File: config.mk
export PLATFORM = sky130hd
export DESIGN_NAME = fir_mac_sequencer_flat
export DESIGN_NICKNAME = d
export VERILOG_FILES = /design/src/rtl/fir_mac_sequencer_if.sv /design/src/rtl/fir_mac_sequencer.sv /design/src/flat_wrapper.sv
export SDC_FILE = /design/constraint.sdc
export NUM_CORES = 1
export LEC_CHECK = 0
export CORE_MARGIN = 3
export CORE_UTILIZATION = 50
export DETAILED_ROUTE_END_ITERATION = 7
export MAX_ROUTING_LAYER = met4
export PLACE_DENSITY = 0.74
export SYNTH_ARGS = -nofsm -noshare
export SYNTH_HDL_FRONTEND = slang
export SYNTH_SLANG_ARGS = --single-unit
File: constraint.sdc
create_clock -name CLK -period 18.9 [get_ports CLK]
set_input_delay 1.89 -clock CLK [delete_from_list [all_inputs] [get_ports CLK]]
set_output_delay 1.89 -clock CLK [all_outputs]
set_load 0.05 [all_outputs]
File: src/rtl/fir_mac_sequencer_if.sv
// Sample, coefficient and result handshake bundle for fir_mac_sequencer.
interface fir_mac_sequencer_if #(
  parameter int DW = 16,
  parameter int CW = 16,
  parameter int AW = 32
);
  logic signed [DW-1:0] x_in;
  logic                 x_valid;
  logic                 x_ready;
  logic                 coef_we;
  logic [1:0]           coef_addr;
  logic signed [CW-1:0] coef_data;
  logic                 coef_ready;
  logic signed [AW-1:0] y;
  logic                 y_valid;
  logic                 busy;

  modport slave (
    input  x_in, x_valid, coef_we, coef_addr, coef_data,
    output x_ready, coef_ready, y, y_valid, busy
  );

  modport master (
    output x_in, x_valid, coef_we, coef_addr, coef_data,
    input  x_ready, coef_ready, y, y_valid, busy
  );
endinterface

File: src/rtl/fir_mac_sequencer.sv
// Time-multiplexed 3-tap FIR: one shared signed MAC walks the taps, one per clock,
// over a sample delay line with a writable coefficient register file.
module fir_mac_sequencer #(
  parameter int DW   = 16,
  parameter int CW   = 16,
  parameter int AW   = 32,
  parameter int TAPS = 3
) (
  input logic               CLK,
  input logic               rst,
  fir_mac_sequencer_if.slave bus
);

  typedef enum logic {IDLE, MAC} state_t;

  state_t state, state_next;

  logic [1:0]              k;
  logic signed [AW-1:0]    acc;
  logic signed [DW-1:0]    d [TAPS];
  logic signed [CW-1:0]    h [TAPS];
  logic signed [AW-1:0]    y_q;
  logic                    y_valid_q;

  logic                    accept;
  logic                    coef_wr;
  logic                    last_tap;
  logic signed [CW-1:0]    tap_h;
  logic signed [DW-1:0]    tap_d;
  logic signed [DW+CW-1:0] prod;
  logic signed [AW-1:0]    mac_sum;

  always_ff @(posedge CLK) begin
    if (!rst) state <= IDLE;
    else      state <= state_next;
  end

  always_comb begin
    state_next = state;
    accept     = 1'b0;
    coef_wr    = 1'b0;
    last_tap   = 1'b0;
    unique case (state)
      IDLE: begin
        coef_wr = bus.coef_we && (bus.coef_addr != 2'd3);
        if (bus.x_valid) begin
          accept     = 1'b1;
          state_next = MAC;
        end
      end
      MAC: begin
        if (k == 2'd2) begin
          last_tap   = 1'b1;
          state_next = IDLE;
        end
      end
      default: state_next = IDLE;
    endcase
  end

  always_comb begin
    tap_h = '0;
    tap_d = '0;
    for (int unsigned i = 0; i < TAPS; i++) begin
      if (k == 2'(i)) begin
        tap_h = h[i];
        tap_d = d[i];
      end
    end
    prod    = (DW+CW)'(tap_h) * (DW+CW)'(tap_d);
    mac_sum = acc + AW'(prod);
  end

  // Coefficient writes share the accept edge, so a same-cycle write is seen by the new sequence.
  always_ff @(posedge CLK) begin
    if (!rst) begin
      k         <= '0;
      acc       <= '0;
      y_q       <= '0;
      y_valid_q <= 1'b0;
      for (int unsigned i = 0; i < TAPS; i++) begin
        d[i] <= '0;
        h[i] <= '0;
      end
    end else begin
      y_valid_q <= 1'b0;
      for (int unsigned i = 0; i < TAPS; i++) begin
        if (coef_wr && (bus.coef_addr == 2'(i))) h[i] <= bus.coef_data;
      end
      if (accept) begin
        d[0] <= bus.x_in;
        for (int unsigned i = 1; i < TAPS; i++) d[i] <= d[i-1];
        acc <= '0;
        k   <= '0;
      end else if (state == MAC) begin
        if (last_tap) begin
          y_q       <= mac_sum;
          y_valid_q <= 1'b1;
          k         <= '0;
        end else begin
          acc <= mac_sum;
          k   <= k + 2'd1;
        end
      end
    end
  end

  assign bus.x_ready    = (state == IDLE);
  assign bus.coef_ready = (state == IDLE);
  assign bus.busy       = (state == MAC);
  assign bus.y          = y_q;
  assign bus.y_valid    = y_valid_q;

endmodule

File: src/flat_wrapper.sv
// flat-port wrapper written by rule: the top's interface ports become plain ports
module fir_mac_sequencer_flat 
#(
  parameter int DW   = 16,
  parameter int CW   = 16,
  parameter int AW   = 32,
  parameter int TAPS = 3
)
  (CLK, rst, bus_x_in, bus_x_valid, bus_coef_we, bus_coef_addr, bus_coef_data, bus_x_ready, bus_coef_ready, bus_y, bus_y_valid, bus_busy);
  fir_mac_sequencer_if #(.DW(DW), .CW(CW), .AW(AW)) bus_i ();
  input logic CLK;
  input logic rst;
  input wire logic [$bits(bus_i.x_in)-1:0] bus_x_in;
  input wire logic [$bits(bus_i.x_valid)-1:0] bus_x_valid;
  input wire logic [$bits(bus_i.coef_we)-1:0] bus_coef_we;
  input wire logic [$bits(bus_i.coef_addr)-1:0] bus_coef_addr;
  input wire logic [$bits(bus_i.coef_data)-1:0] bus_coef_data;
  output wire logic [$bits(bus_i.x_ready)-1:0] bus_x_ready;
  output wire logic [$bits(bus_i.coef_ready)-1:0] bus_coef_ready;
  output wire logic [$bits(bus_i.y)-1:0] bus_y;
  output wire logic [$bits(bus_i.y_valid)-1:0] bus_y_valid;
  output wire logic [$bits(bus_i.busy)-1:0] bus_busy;
  assign bus_i.x_in = bus_x_in;
  assign bus_i.x_valid = bus_x_valid;
  assign bus_i.coef_we = bus_coef_we;
  assign bus_i.coef_addr = bus_coef_addr;
  assign bus_i.coef_data = bus_coef_data;
  assign bus_x_ready = bus_i.x_ready;
  assign bus_coef_ready = bus_i.coef_ready;
  assign bus_y = bus_i.y;
  assign bus_y_valid = bus_i.y_valid;
  assign bus_busy = bus_i.busy;
  fir_mac_sequencer #(.DW(DW), .CW(CW), .AW(AW), .TAPS(TAPS)) u_core (.CLK(CLK), .rst(rst), .bus(bus_i));
endmodule
Word level (Yosys, flattened, before mapping). Memories as Yosys holds them, arrays and structs flattened. Cells that the tools add are included.

Register bits after elaboration: 68. Memory bits (writable): 96. Input port bits: 38. Output and inout bits: 36. Word-level logic and storage cells: 69. Memories kept: 2.

Add/sub/neg operators: 2. $mul: 1. Eq/ne operators: 5. Mux-type cells: 34. Bitwise logic cells: 10. Reductions and logical operators: 10.

Memories: u_core.d (words 3, bits a word 16, rd ports 3, clocked after Yosys merged registers in 0, write ports 3, RTL line fir_mac_sequencer.sv:20) `logic signed [DW-1:0] d [TAPS];`; u_core.h (words 3, bits a word 16, rd ports 3, clocked after Yosys merged registers in 0, write ports 3, RTL line fir_mac_sequencer.sv:21) `logic signed [CW-1:0] h [TAPS];`.

Operator list (number): $mux 16 (12); $add 32x32->32 (1); $mul 16x16->32 (1); $mux 1 (20); $or 1x1->1 (6); $eq 2x1->1 const B (2); $eq 2x2->1 const B (2); $logic_and 1x1->1 (4); $logic_not 2->1 (2); $not 1->1 (4); $reduce_and 3->1 (1); $reduce_or 3->1 (1); $add 2x1->2 const B (1); $mux 2 (1); $ne 2x2->1 const B (1); $pmux 1 s2 (1); $reduce_and 2->1 (1); $reduce_or 2->1 (1).

Depth between registers and ports, before layout. Gate-level depths: netlist of run 1.

Depth after elaboration: 8. Depth in mapped cells: 27.

Worst setup path before layout of run 1. OpenSTA, ideal clock, no wires.

Path type: register to register. From: register u_core.k[0]. To: register u_core.acc[25]. Data arrival time: 6.709 ns. Data required time: 18.678 ns. Slack: 11.969 ns. Stages on the path, launching flop included: 26. Path buffers: 3. Path through: dfxtp_1 > buf_4 > buf_2 > mux2i_1 > nor2_1 > a21o_1 > clkbuf_1 > nand2_1 > inv_1 > fa_1 > inv_1 > fa_1 > inv_1 > fa_1 > fa_1 > fa_1 > inv_1 > fa_1 > inv_1 > ha_1 > a21oi_1 > or3b_1 > a21o_1 > o21ai_0 > mux2i_1 > a21oi_1.

Word-level cells in the longest chain between the ends: 6.

RTL lines: from (decl) (RTL line fir_mac_sequencer.sv:18) `logic [1:0] k;`; from (signal assigned) (RTL line fir_mac_sequencer.sv:102) `k <= k + 2'd1;`; $logic_not 2->1 (RTL line fir_mac_sequencer.sv:65) `if (k == 2'(i)) begin`; $mux 16 (3 in a row) (RTL line fir_mac_sequencer.sv:65); $mul 16x16->32 (RTL line fir_mac_sequencer.sv:70) `prod = (DW+CW)'(tap_h) * (DW+CW)'(tap_d);`; $add 32x32->32 (RTL line fir_mac_sequencer.sv:71) `mac_sum = acc + AW'(prod);`; to (signal assigned) (RTL line fir_mac_sequencer.sv:101) `acc <= mac_sum;`; to (decl) (RTL line fir_mac_sequencer.sv:19) `logic signed [AW-1:0] acc;`.

Several ways; a longest one is shown, not always the timed one. A chain may end at the register's enable or synchronous reset.

Worst setup path after layout of run 1.
From: register u_core.k[0]. To: register u_core.y_q[23] (netlist: u_core.bus.y[23]).

Word-level cells in the longest chain between the ends: 6.

RTL lines: $logic_not 2->1 (RTL line fir_mac_sequencer.sv:65); $mux 16 (3 in a row) (RTL line fir_mac_sequencer.sv:65); $mul 16x16->32 (RTL line fir_mac_sequencer.sv:70); $add 32x32->32 (RTL line fir_mac_sequencer.sv:71); to (signal assigned) (RTL line fir_mac_sequencer.sv:97) `y_q <= mac_sum;`; to (decl) (RTL line fir_mac_sequencer.sv:22) `logic signed [AW-1:0] y_q;`.

Several ways; a longest one is shown, not always the timed one.

==> reports/metrics.yaml, run 1 <==
sta:
  setup_violations: 0
  fmax_mhz: 126
  period_share: 0.420
  rsz0062_at_grt: "false"
  final-hold-violation-count: 0
  fin_ws_ns: 10.97
  setup_tns_ns: 0
  finalMaxSlewViolations: 0
  finalClockSkew_ns: 0.0118
  slew_headroom: 0.241
  max_slew.worst_pin.slew_ns: 1.14
  min_period_ns: 7.93
placed_design:
  io_buffers: 73
  gp_congestion: 0.939
  placed_cell_area_sq_um: 18500
  dp_hpwl_um: 34700
  place_ws_ns: 11.01
  place_inst: 2251
floorplanning:
  core_sq_um: 33900
  die_height_um: 192
  rows: 67
  die_w_um: 192
  ioPinCount: 74
  start_util: 0.511
  dieArea_sq_um: 36900
logic_synthesis:
  synth_seq_cells: 164
  ys.flop_type: "edfxtp_1"
  syn_inst: 1785
  synth.area.top_cells: "fa_1 (34%), edfxtp_1 (17%), dfxtp_1 (7.9%)"
  synth.net_count: 2213
  synth-seq-area-share: 0.245
  yosys-top-cells-count: "inv_1 (317), fa_1 (292), nand2_1 (206)"
  yosys.area.top_type: "fa_1"
  syn_area_per_cell_sq_um: 9.70
  synth.distinct_cells: 64
  synth_edf_count: 96
  synth_top_area_share: 0.337
  synth_most_common_cell: "inv_1"
  ys_warn_count: 0
  synthArstFlopShare: 0
  syn-cell-area_sq_um: 17300
final_layout:
  regArea_sq_um: 4250
  n_antenna_cell: 0
  area_delta_synth_final_pct: 10.4
  instances_no_fill: 2283
  final_nets: 2250
  nFillCells: 2992
  multiInputGateArea_sq_um: 11600
  stdcell_area_sq_um: 19100
  drive_above_1_share: 0.0436
clocking:
  cts_htree_levels: 4
  ctsResizeCount: 0
  clk_latency_ns: 0.46
  clockBufferDepth: 2
  cts_buffers: 17
  cts_tree: "built"
  root_buffer: "clkbuf_16"
  path_clk_slew_ns: 0.07
  hold_buffers: 0
  cts.sinks: 164
  postCtsSetupBuffers: 0
drt:
  drt_first_pass_iters: 5
  drc: 0
  vias_per_cell: 5.50
  drtIter0Drc: 1024
  vias: 12555
  antenna_left: 0
  totalWireLength_um: 43600
  wl_per_cell_um: 19.1
setup_path:
  r2r_setup_slack_ns: 10.97
  crit_path_start_kind: "flip-flop"
  worstSetupEndpointType: "flip-flop"
  path_class: "reg -> reg"
  worstPathMaxFanout: 41
  rr_endpoint: "u_core.bus.y[23]"
  critical_path.endpoint: "u_core.bus.y[23]"
  crit_arrival_ns: 8.27
  slowest_delay_ns: 0.58
  rr_startpoint: "u_core.k[0]"
  worstPathRequired_ns: 19.24
  ff2ff_path_depth: 25
  cp-startpoint: "u_core.k[0]"
  cp_common_cell: "fa_1"
  cp_top_family: "adder cells"
  slowest_stage: "o21ai_1"
  crit_buf_inv: 7
  cp.depth: 25
global_routing:
  antenna_found_initial: 0
  grt_pass1_wl_um: 73600
  grt_max_degree: 68
  grt_use_total: 0.265
  overflow: 0
  grt_pass1_vias: 13605
flow_run:
  max_cap_viol_count: 0
run_status:
  outcome: "finished clean"
worst_hold_path:
  hold_path_class: "reg -> reg"
## metrics by stage
step | util | hold WS [ns]
after floorplan | - | 0.432
after global placement | 0.546 | 0.447
after detailed placement | 0.546 | 0.452
after CTS | 0.565 | 0.462
after global routing | 0.565 | 0.481
final | 0.565 | 0.463
## cell type report
type                            count  area share
Tap cell                          448      0.0293
Inverter                          319      0.0626
Sequential cell                   164       0.222
Multi-Input combinational cell   1225       0.607
Clock buffer                       17      0.0222
Timing Repair Buffer               95      0.0468
Clock inverter                     15      0.0103
## cell families (layout without fill, tap and decap cells)
family                   count (synthesis)  count (layout)  synth area share
AND/OR/NAND/NOR                        557             557             0.143
buffers and inverters                  396             446            0.0868
adder cells (fa/ha/maj)                390             390             0.408
AO/OA/AOI/OAI                          219             219            0.0837
flip-flops                             164             164             0.245
multiplexers                            33              33            0.0191
XOR/XNOR                                26              26            0.0139
## metal layers
| layer | track usage | vias to the layer above | routed length (um) |
|---|---|---|---|
| met1 | 0.376 | 6265 | 19700 |
| li1 | - | 5722 | - |
| met5 | - | - | 0 |
| met3 | 0.0451 | 71 | 3240 |
| met4 | 0.0860 | 0 | 1180 |
| met2 | 0.392 | 497 | 19500 |
## placed cells by master (no fill, tap or decap), types with 3 or more instances in the layout
master	synthesis	layout
inv_8	0	3
or2_2	6	6
inv_1	317	317
fa_1	292	292
nor2b_1	4	3
o21ai_0	20	20
mux2i_1	33	33
nor2_1	193	192
a21o_1	35	35
nand3_1	20	20
a31oi_1	3	3
a211oi_1	11	11
and2_1	25	25
o21a_1	8	8
clkdlybuf4s50_1	0	73
xnor2_1	17	17
a221o_1	3	3
nor3_1	11	11
ha_1	98	98
o31ai_1	14	13
o211ai_1	5	5
a211oi_2	3	3
nand2_1	206	206
xor2_1	8	8
nand2b_1	12	12
and4_1	3	3
edfxtp_1	96	96
a21oi_1	83	83
buf_4	3	22
dfxtp_1	68	67
a21boi_0	3	3
o21ai_1	7	6
clkbuf_16	0	17
bufinv_16	0	3
and3_1	55	55
clkinv_2	0	3
nand4_1	7	7
## worst reg2reg max path, cell delays in order, from the launching register on
cell	delay, ns
dfxtp_2	0.31
buf_4	0.31
nor2b_4	0.49
buf_4	0.45
nand2_1	0.12
o21ai_1	0.58
nand2_1	0.16
fa_1	0.54
inv_1	0.06
fa_1	0.51
inv_1	0.06
fa_1	0.54
inv_1	0.05
fa_1	0.45
fa_1	0.54
inv_1	0.06
fa_1	0.48
inv_1	0.04
ha_1	0.34
a21o_1	0.22
a21o_1	0.19
a211oi_2	0.37
a21oi_2	0.16
o311ai_4	0.29
a2111oi_0	0.15
a311o_1	0.34
## sequential cells by signal, summed over array words and instances (netlist names)
| signal | cells |
|---|---|
| u_core.bus.y | 32 |
| u_core.k | 2 |
| u_core.bus.y_valid | 1 |
| u_core.bus.busy | 1 |
| u_core.h | 48 |
| u_core.acc | 32 |
| u_core.d | 48 |
## worst min path at each step
stage / startpoint / endpoint / slack (ns) / depth (start not counted)
after floorplan: u_core.acc[18] / u_core.acc[18] / 0.43 / 2
final: u_core.bus.y[3] / u_core.bus.y[3] / 0.46 / 2
after global routing: u_core.bus.y[6] / u_core.bus.y[6] / 0.48 / 2
after CTS: u_core.acc[0] / u_core.acc[0] / 0.46 / 2
after detailed placement: u_core.bus.y[6] / u_core.bus.y[6] / 0.45 / 2
after global placement: u_core.acc[0] / u_core.acc[0] / 0.45 / 2
Power of run 1 is not shown: default switching activity piles up to over one toggle a cycle in this logic, so the estimate is an artifact.
==> run 2: changes to the inputs <==
- PLACE_DENSITY: 0.74 -> 0.76
- clock period: 18.9 -> 6.96 ns (I/O delays scaled with it)
==> reports/metrics.yaml, run 2 (synthesis gave the netlist of run 1 again) <==
run_status:
  outcome: "finished clean"  # unchanged
global_routing:
  grt_pass1_wl_um: 74000  # was 73600 um
  gr-usage-met2: 0.409  # was 0.392
  gr-usage-met1: 0.376  # about the same
  overflow: 0  # unchanged
  antenna_found_initial: 0  # unchanged
  top_usage_layer: "met2"  # unchanged
  grt_pass1_vias: 13680  # was 13605
  met3_usage: 0.0462  # was 0.0451
  grt_use_total: 0.269  # was 0.265
  grt_max_degree: 71  # was 68
clocking:
  cts.sinks: 164  # unchanged
  clk_latency_ns: 0.45  # was 0.46 ns
  clockBufferDepth: 2  # unchanged
  cts_tree: "built"  # unchanged
  path_clk_slew_ns: 0.06  # was 0.07 ns
  root_buffer: "clkbuf_16"  # unchanged
  cts_htree_levels: 4  # unchanged
  cts_buffers: 17  # unchanged
  hold_buffers: 0  # unchanged
drt:
  totalWireLength_um: 45100  # was 43600 um
  antenna_left: 0  # unchanged
  drt_first_pass_iters: 5  # unchanged
  drtIter0Drc: 961  # was 1024
  wl_per_cell_um: 19.1  # about the same
  vias_per_cell: 5.43  # was 5.50
  drc: 0  # unchanged
  vias: 12816  # was 12555
setup_path:
  crit_path_start_kind: "flip-flop"  # unchanged
  ff2ff_path_depth: 27  # was 25
  rr_endpoint: "u_core.bus.y[25]"  # was u_core.bus.y[23]
  cp_common_cell: "fa_1"  # unchanged
  rr_startpoint: "u_core.k[0]"  # unchanged
  r2r_setup_slack_ns: 0.15  # was 10.97 ns
  slowest_delay_ns: 0.55  # was 0.58 ns
  worstPathMaxFanout: 19  # was 41
  slowest_stage: "fa_1"  # was o21ai_1
  path_class: "reg -> reg"  # unchanged
  crit_arrival_ns: 7.17  # was 8.27 ns
  worstPathRequired_ns: 7.32  # was 19.24 ns
  worstSetupEndpointType: "flip-flop"  # unchanged
floorplanning:
  die_w_um: 192  # unchanged
  rows: 67  # unchanged
  start_util: 0.511  # unchanged
  die_height_um: 192  # unchanged
  ioPinCount: 74  # unchanged
  core_sq_um: 33900  # unchanged
  dieArea_sq_um: 36900  # unchanged
final_layout:
  final_common_cell: "inv_1"  # unchanged
  multiInputGateArea_sq_um: 11700  # was 11600 sq um
  nFillCells: 2897  # was 2992
  final_nets: 2326  # was 2250
  area_delta_synth_final_pct: 15.1  # was 10.4%
  n_antenna_cell: 0  # unchanged
  regArea_sq_um: 4250  # about the same
  reg_top3: "u_core.d: 48 flops, u_core.h: 48 flops"  # unchanged
  instances_no_fill: 2359  # was 2283
  drive_above_1_share: 0.0916  # was 0.0436
  layout_common_cells: "inv_1 (316), fa_1 (292), nand2_1 (205)"  # was inv_1 (317), fa_1 (292), nand2_1 (206)
worst_hold_path:
  hold_path_class: "reg -> reg"  # unchanged
  min_path_cells: 2  # unchanged
  holdCritStartpoint: "u_core.bus.y[21]"  # was u_core.bus.y[3]
  holdPathEnd: "u_core.bus.y[21]"  # was u_core.bus.y[3]
placed_design:
  dp_hpwl_um: 36200  # was 34700 um
  gp_congestion: 0.990  # was 0.939
  place_inst: 2320  # was 2251
  io_buffers: 73  # unchanged
sta:
  setup_tns_ns: 0  # unchanged
  setup_violations: 0  # unchanged
  min_period_ns: 6.81  # was 7.93 ns
  finalClockSkew_ns: 0.0121  # was 0.0118 ns
  final-hold-violation-count: 0  # unchanged
  period_share: 0.979  # was 0.420
  finalMaxSlewViolations: 0  # unchanged
  max_slew.worst_pin.slew_ns: 0.972  # was 1.14 ns
  slew_headroom: 0.350  # was 0.241
  whs_ns: 0.457  # was 0.463 ns
  fmax_mhz: 147  # was 126 MHz
flow_run:
  max_cap_viol_count: 0  # unchanged
==> run 2: per-stage QoR <==
step	cell area (sq um)	utilization	setup WS, ns
final	19900	0.589	0.149
after global routing	19900	0.589	-0.0450
after CTS	19700	0.582	0.00564
after detailed placement	19100	0.564	-0.136
after global placement	19100	0.564	0.0758
after floorplan	17300	-	0.0290
==> run 2: worst max path at each step <==
stage | from | endpoint | slack (ns) | cells past startpoint
after CTS | u_core.k[0] | u_core.bus.y[25] | 0.006 | 24
after global placement | u_core.k[0] | u_core.bus.y[25] | 0.08 | 24
after floorplan | u_core.k[0] | u_core.acc[25] | 0.03 | 25
final | u_core.k[0] | u_core.bus.y[25] | 0.15 | 27
after global routing | u_core.k[0] | u_core.bus.y[25] | -0.05 | 22
after detailed placement | u_core.k[0] | u_core.bus.y[25] | -0.14 | 24
==> run 2: layout make-up <==
| cell class | instances | share of cell area |
|---|---|---|
| multi-input combinational | 1226 | 0.589 |
| sequential | 164 | 0.213 |
| timing repair buffer | 170 | 0.0805 |
| inverter | 319 | 0.0600 |
| tap | 448 | 0.0281 |
| clock buffer | 19 | 0.0217 |
| clock inverter | 13 | 0.00784 |
==> run 2: timing repair <==
action,4_1_cts,5_1_grt
setup endpoints to repair,7,27
gates cloned,0,3
buffers inserted,0,4
resized for setup,6,32
pin swaps,0,3
==> run 2: worst max-delay path: cells and delay by family (launching register included) <==
family / cells / cell delay (ns)
AO/OA/AOI/OAI: 5 / 1.04
adder cells (fa/ha/maj): 7 / 3.08
buffers and inverters: 10 / 1.20
flip-flops: 1 / 0.38
AND/OR/NAND/NOR: 5 / 1.00
==> run 2: layer usage <==
| layer | up-vias | part of all wire | routed length [um] |
|---|---|---|---|
| li1 | 5887 | - | - |
| met1 | 6371 | 0.45 | 20200 |
| met2 | 484 | 0.46 | 20600 |
| met5 | - | 0 | 0 |
| met4 | 0 | 0.026 | 1170 |
| met3 | 74 | 0.071 | 3210 |
Power of run 2 is left out for the same reason.
==> run 3: changes to the inputs <==
- ABC_CLOCK_PERIOD_IN_PS: unset -> 6960
- GPL_ROUTABILITY_DRIVEN: unset -> 0
==> reports/metrics.yaml, run 3 (synthesis gave the netlist of run 1 again) <==
run_status:
  outcome: "finished clean"  # unchanged
final_layout:
  layout_common_cells: "inv_1 (316), fa_1 (292), nand2_1 (206)"  # was inv_1 (316), fa_1 (292), nand2_1 (205)
  final_common_cell: "inv_1"  # unchanged
  reg_top3: "u_core.d: 48 flops, u_core.h: 48 flops"  # unchanged
  regArea_sq_um: 4250  # about the same
  n_antenna_cell: 0  # unchanged
  multiInputGateArea_sq_um: 11700  # about the same
  nFillCells: 2808  # was 2897
  final_nets: 2321  # was 2326
  stdcell_area_sq_um: 19800  # was 19900 sq um
  drive_above_1_share: 0.0892  # was 0.0916
  final_util: 0.584  # was 0.589
  area_delta_synth_final_pct: 14.3  # was 15.1%
placed_design:
  dp_hpwl_um: 35400  # was 36200 um
  placed_cell_area_sq_um: 19000  # was 19100 sq um
  io_buffers: 73  # unchanged
drt:
  wl_per_cell_um: 18.7  # was 19.1 um
  antenna_left: 0  # unchanged
  drtIter0Drc: 1236  # was 961
  totalWireLength_um: 44100  # was 45100 um
  drc: 0  # unchanged
  drt_first_pass_iters: 6  # was 5
  vias: 12974  # was 12816
  vias_per_cell: 5.51  # was 5.43
worst_hold_path:
  hold_path_class: "reg -> reg"  # unchanged
sta:
  period_share: 0.967  # was 0.979
  setup_violations: 0  # unchanged
  setup_tns_ns: 0  # unchanged
  max_slew.worst_pin.slew_ns: 1.00  # was 0.972 ns
  final-hold-violation-count: 0  # unchanged
  whs_ns: 0.463  # was 0.457 ns
  finalMaxSlewViolations: 0  # unchanged
  fmax_mhz: 149  # was 147 MHz
  finalClockSkew_ns: 0.0127  # was 0.0121 ns
  min_period_ns: 6.73  # was 6.81 ns
  slew_headroom: 0.329  # was 0.350
  rsz0062_at_grt: "true"
global_routing:
  grt_pass1_vias: 13851  # was 13680
  antenna_found_initial: 0  # unchanged
  overflow: 0  # unchanged
  grt_max_degree: 71  # unchanged
  grt_pass1_wl_um: 72800  # was 74000 um
  grt_use_total: 0.263  # was 0.269
clocking:
  path_clk_slew_ns: 0.07  # was 0.06 ns
  cts.sinks: 164  # unchanged
  cts_htree_levels: 4  # unchanged
  cts_buffers: 17  # unchanged
  hold_buffers: 0  # unchanged
  cts_tree: "built"  # unchanged
  clk_latency_ns: 0.46  # was 0.45 ns
  root_buffer: "clkbuf_16"  # unchanged
  clockBufferDepth: 2  # unchanged
floorplanning:
  die_height_um: 192  # unchanged
  core_sq_um: 33900  # unchanged
  start_util: 0.511  # unchanged
  rows: 67  # unchanged
  ioPinCount: 74  # unchanged
  die_w_um: 192  # unchanged
  dieArea_sq_um: 36900  # unchanged
flow_run:
  max_cap_viol_count: 0  # unchanged
setup_path:
  worstPathRequired_ns: 7.30  # was 7.32 ns
  path_class: "reg -> reg"  # unchanged
  worstSetupEndpointType: "flip-flop"  # unchanged
  crit_arrival_ns: 7.07  # was 7.17 ns
  worstPathMaxFanout: 9  # was 19
  crit_path_start_kind: "flip-flop"  # unchanged
## run 3: changes by cell type in the layout (fill, tap and decap cells not counted), moves of 3 or more
| cell | change |
|---|---|
| a21o_2 | +4 |
| a21o_4 | -3 |
| a21oi_1 | +4 |
| a21oi_4 | -4 |
| buf_12 | -7 |
## run 3: worst paths after layout
kind	end	slack, ns	cells after the start	start
setup / recovery	u_core.bus.y[23]	0.23	23	u_core.k[0]
setup reg to reg	u_core.bus.y[23]	0.23	23	u_core.k[0]
hold / removal	u_core.bus.y[0]	0.46	2	u_core.bus.y[0]
hold reg to reg	u_core.bus.y[0]	0.46	2	u_core.bus.y[0]
## run 3: final cells by class
type / count / share of cell area
Multi-Input combinational cell: 1225 / 0.590
Sequential cell: 164 / 0.215
Timing Repair Buffer: 166 / 0.0743
Inverter: 319 / 0.0605
Tap cell: 448 / 0.0283
Clock buffer: 17 / 0.0215
Clock inverter: 15 / 0.0112
## run 3: through the flow
step           instances  setup slack [ns]
2_1_floorplan       1785            0.0290
6_report            2354             0.230
5_1_grt             2354           -0.0465
4_1_cts             2346            0.0118
3_3_place_gp        2314             0.167
3_5_place_dp        2314            0.0745
## run 3: metal layers
| layer | GRT usage | share of wire | routed length (um) | up-vias |
|---|---|---|---|---|
| met5 | - | 0 | 0 | - |
| met4 | 0.0905 | 0.033 | 1460 | 0 |
| met3 | 0.0553 | 0.089 | 3940 | 107 |
| met2 | 0.400 | 0.46 | 20100 | 622 |
| met1 | 0.354 | 0.42 | 18600 | 6383 |
| li1 | - | - | - | 5862 |
## run 3: critical path, cell delays in order, from the launching register on
cell and delay [ns]:
dfxtp_4 0.42, buf_6 0.17, mux2i_1 0.23, nor2_1 0.09, a21oi_2 0.26, nor2_1 0.12
fa_1 0.54, inv_1 0.05, fa_1 0.46, fa_1 0.52, inv_1 0.06, fa_1 0.51
fa_1 0.54, inv_1 0.06, fa_1 0.48, inv_1 0.04, ha_1 0.28, a21o_1 0.21
a21o_1 0.22, a211oi_4 0.37, a21oi_2 0.16, o311ai_4 0.31, a2111oi_0 0.15, a311o_1 0.33
## run 3: what timing repair did
item,4_1_cts,5_1_grt
pin swaps,0,4
setup buffers,0,8
endpoints found under the hold margin,0,0
gates resized for setup,1,37
endpoints found under the setup margin,3,29
Power of run 3 is left out for the same reason.
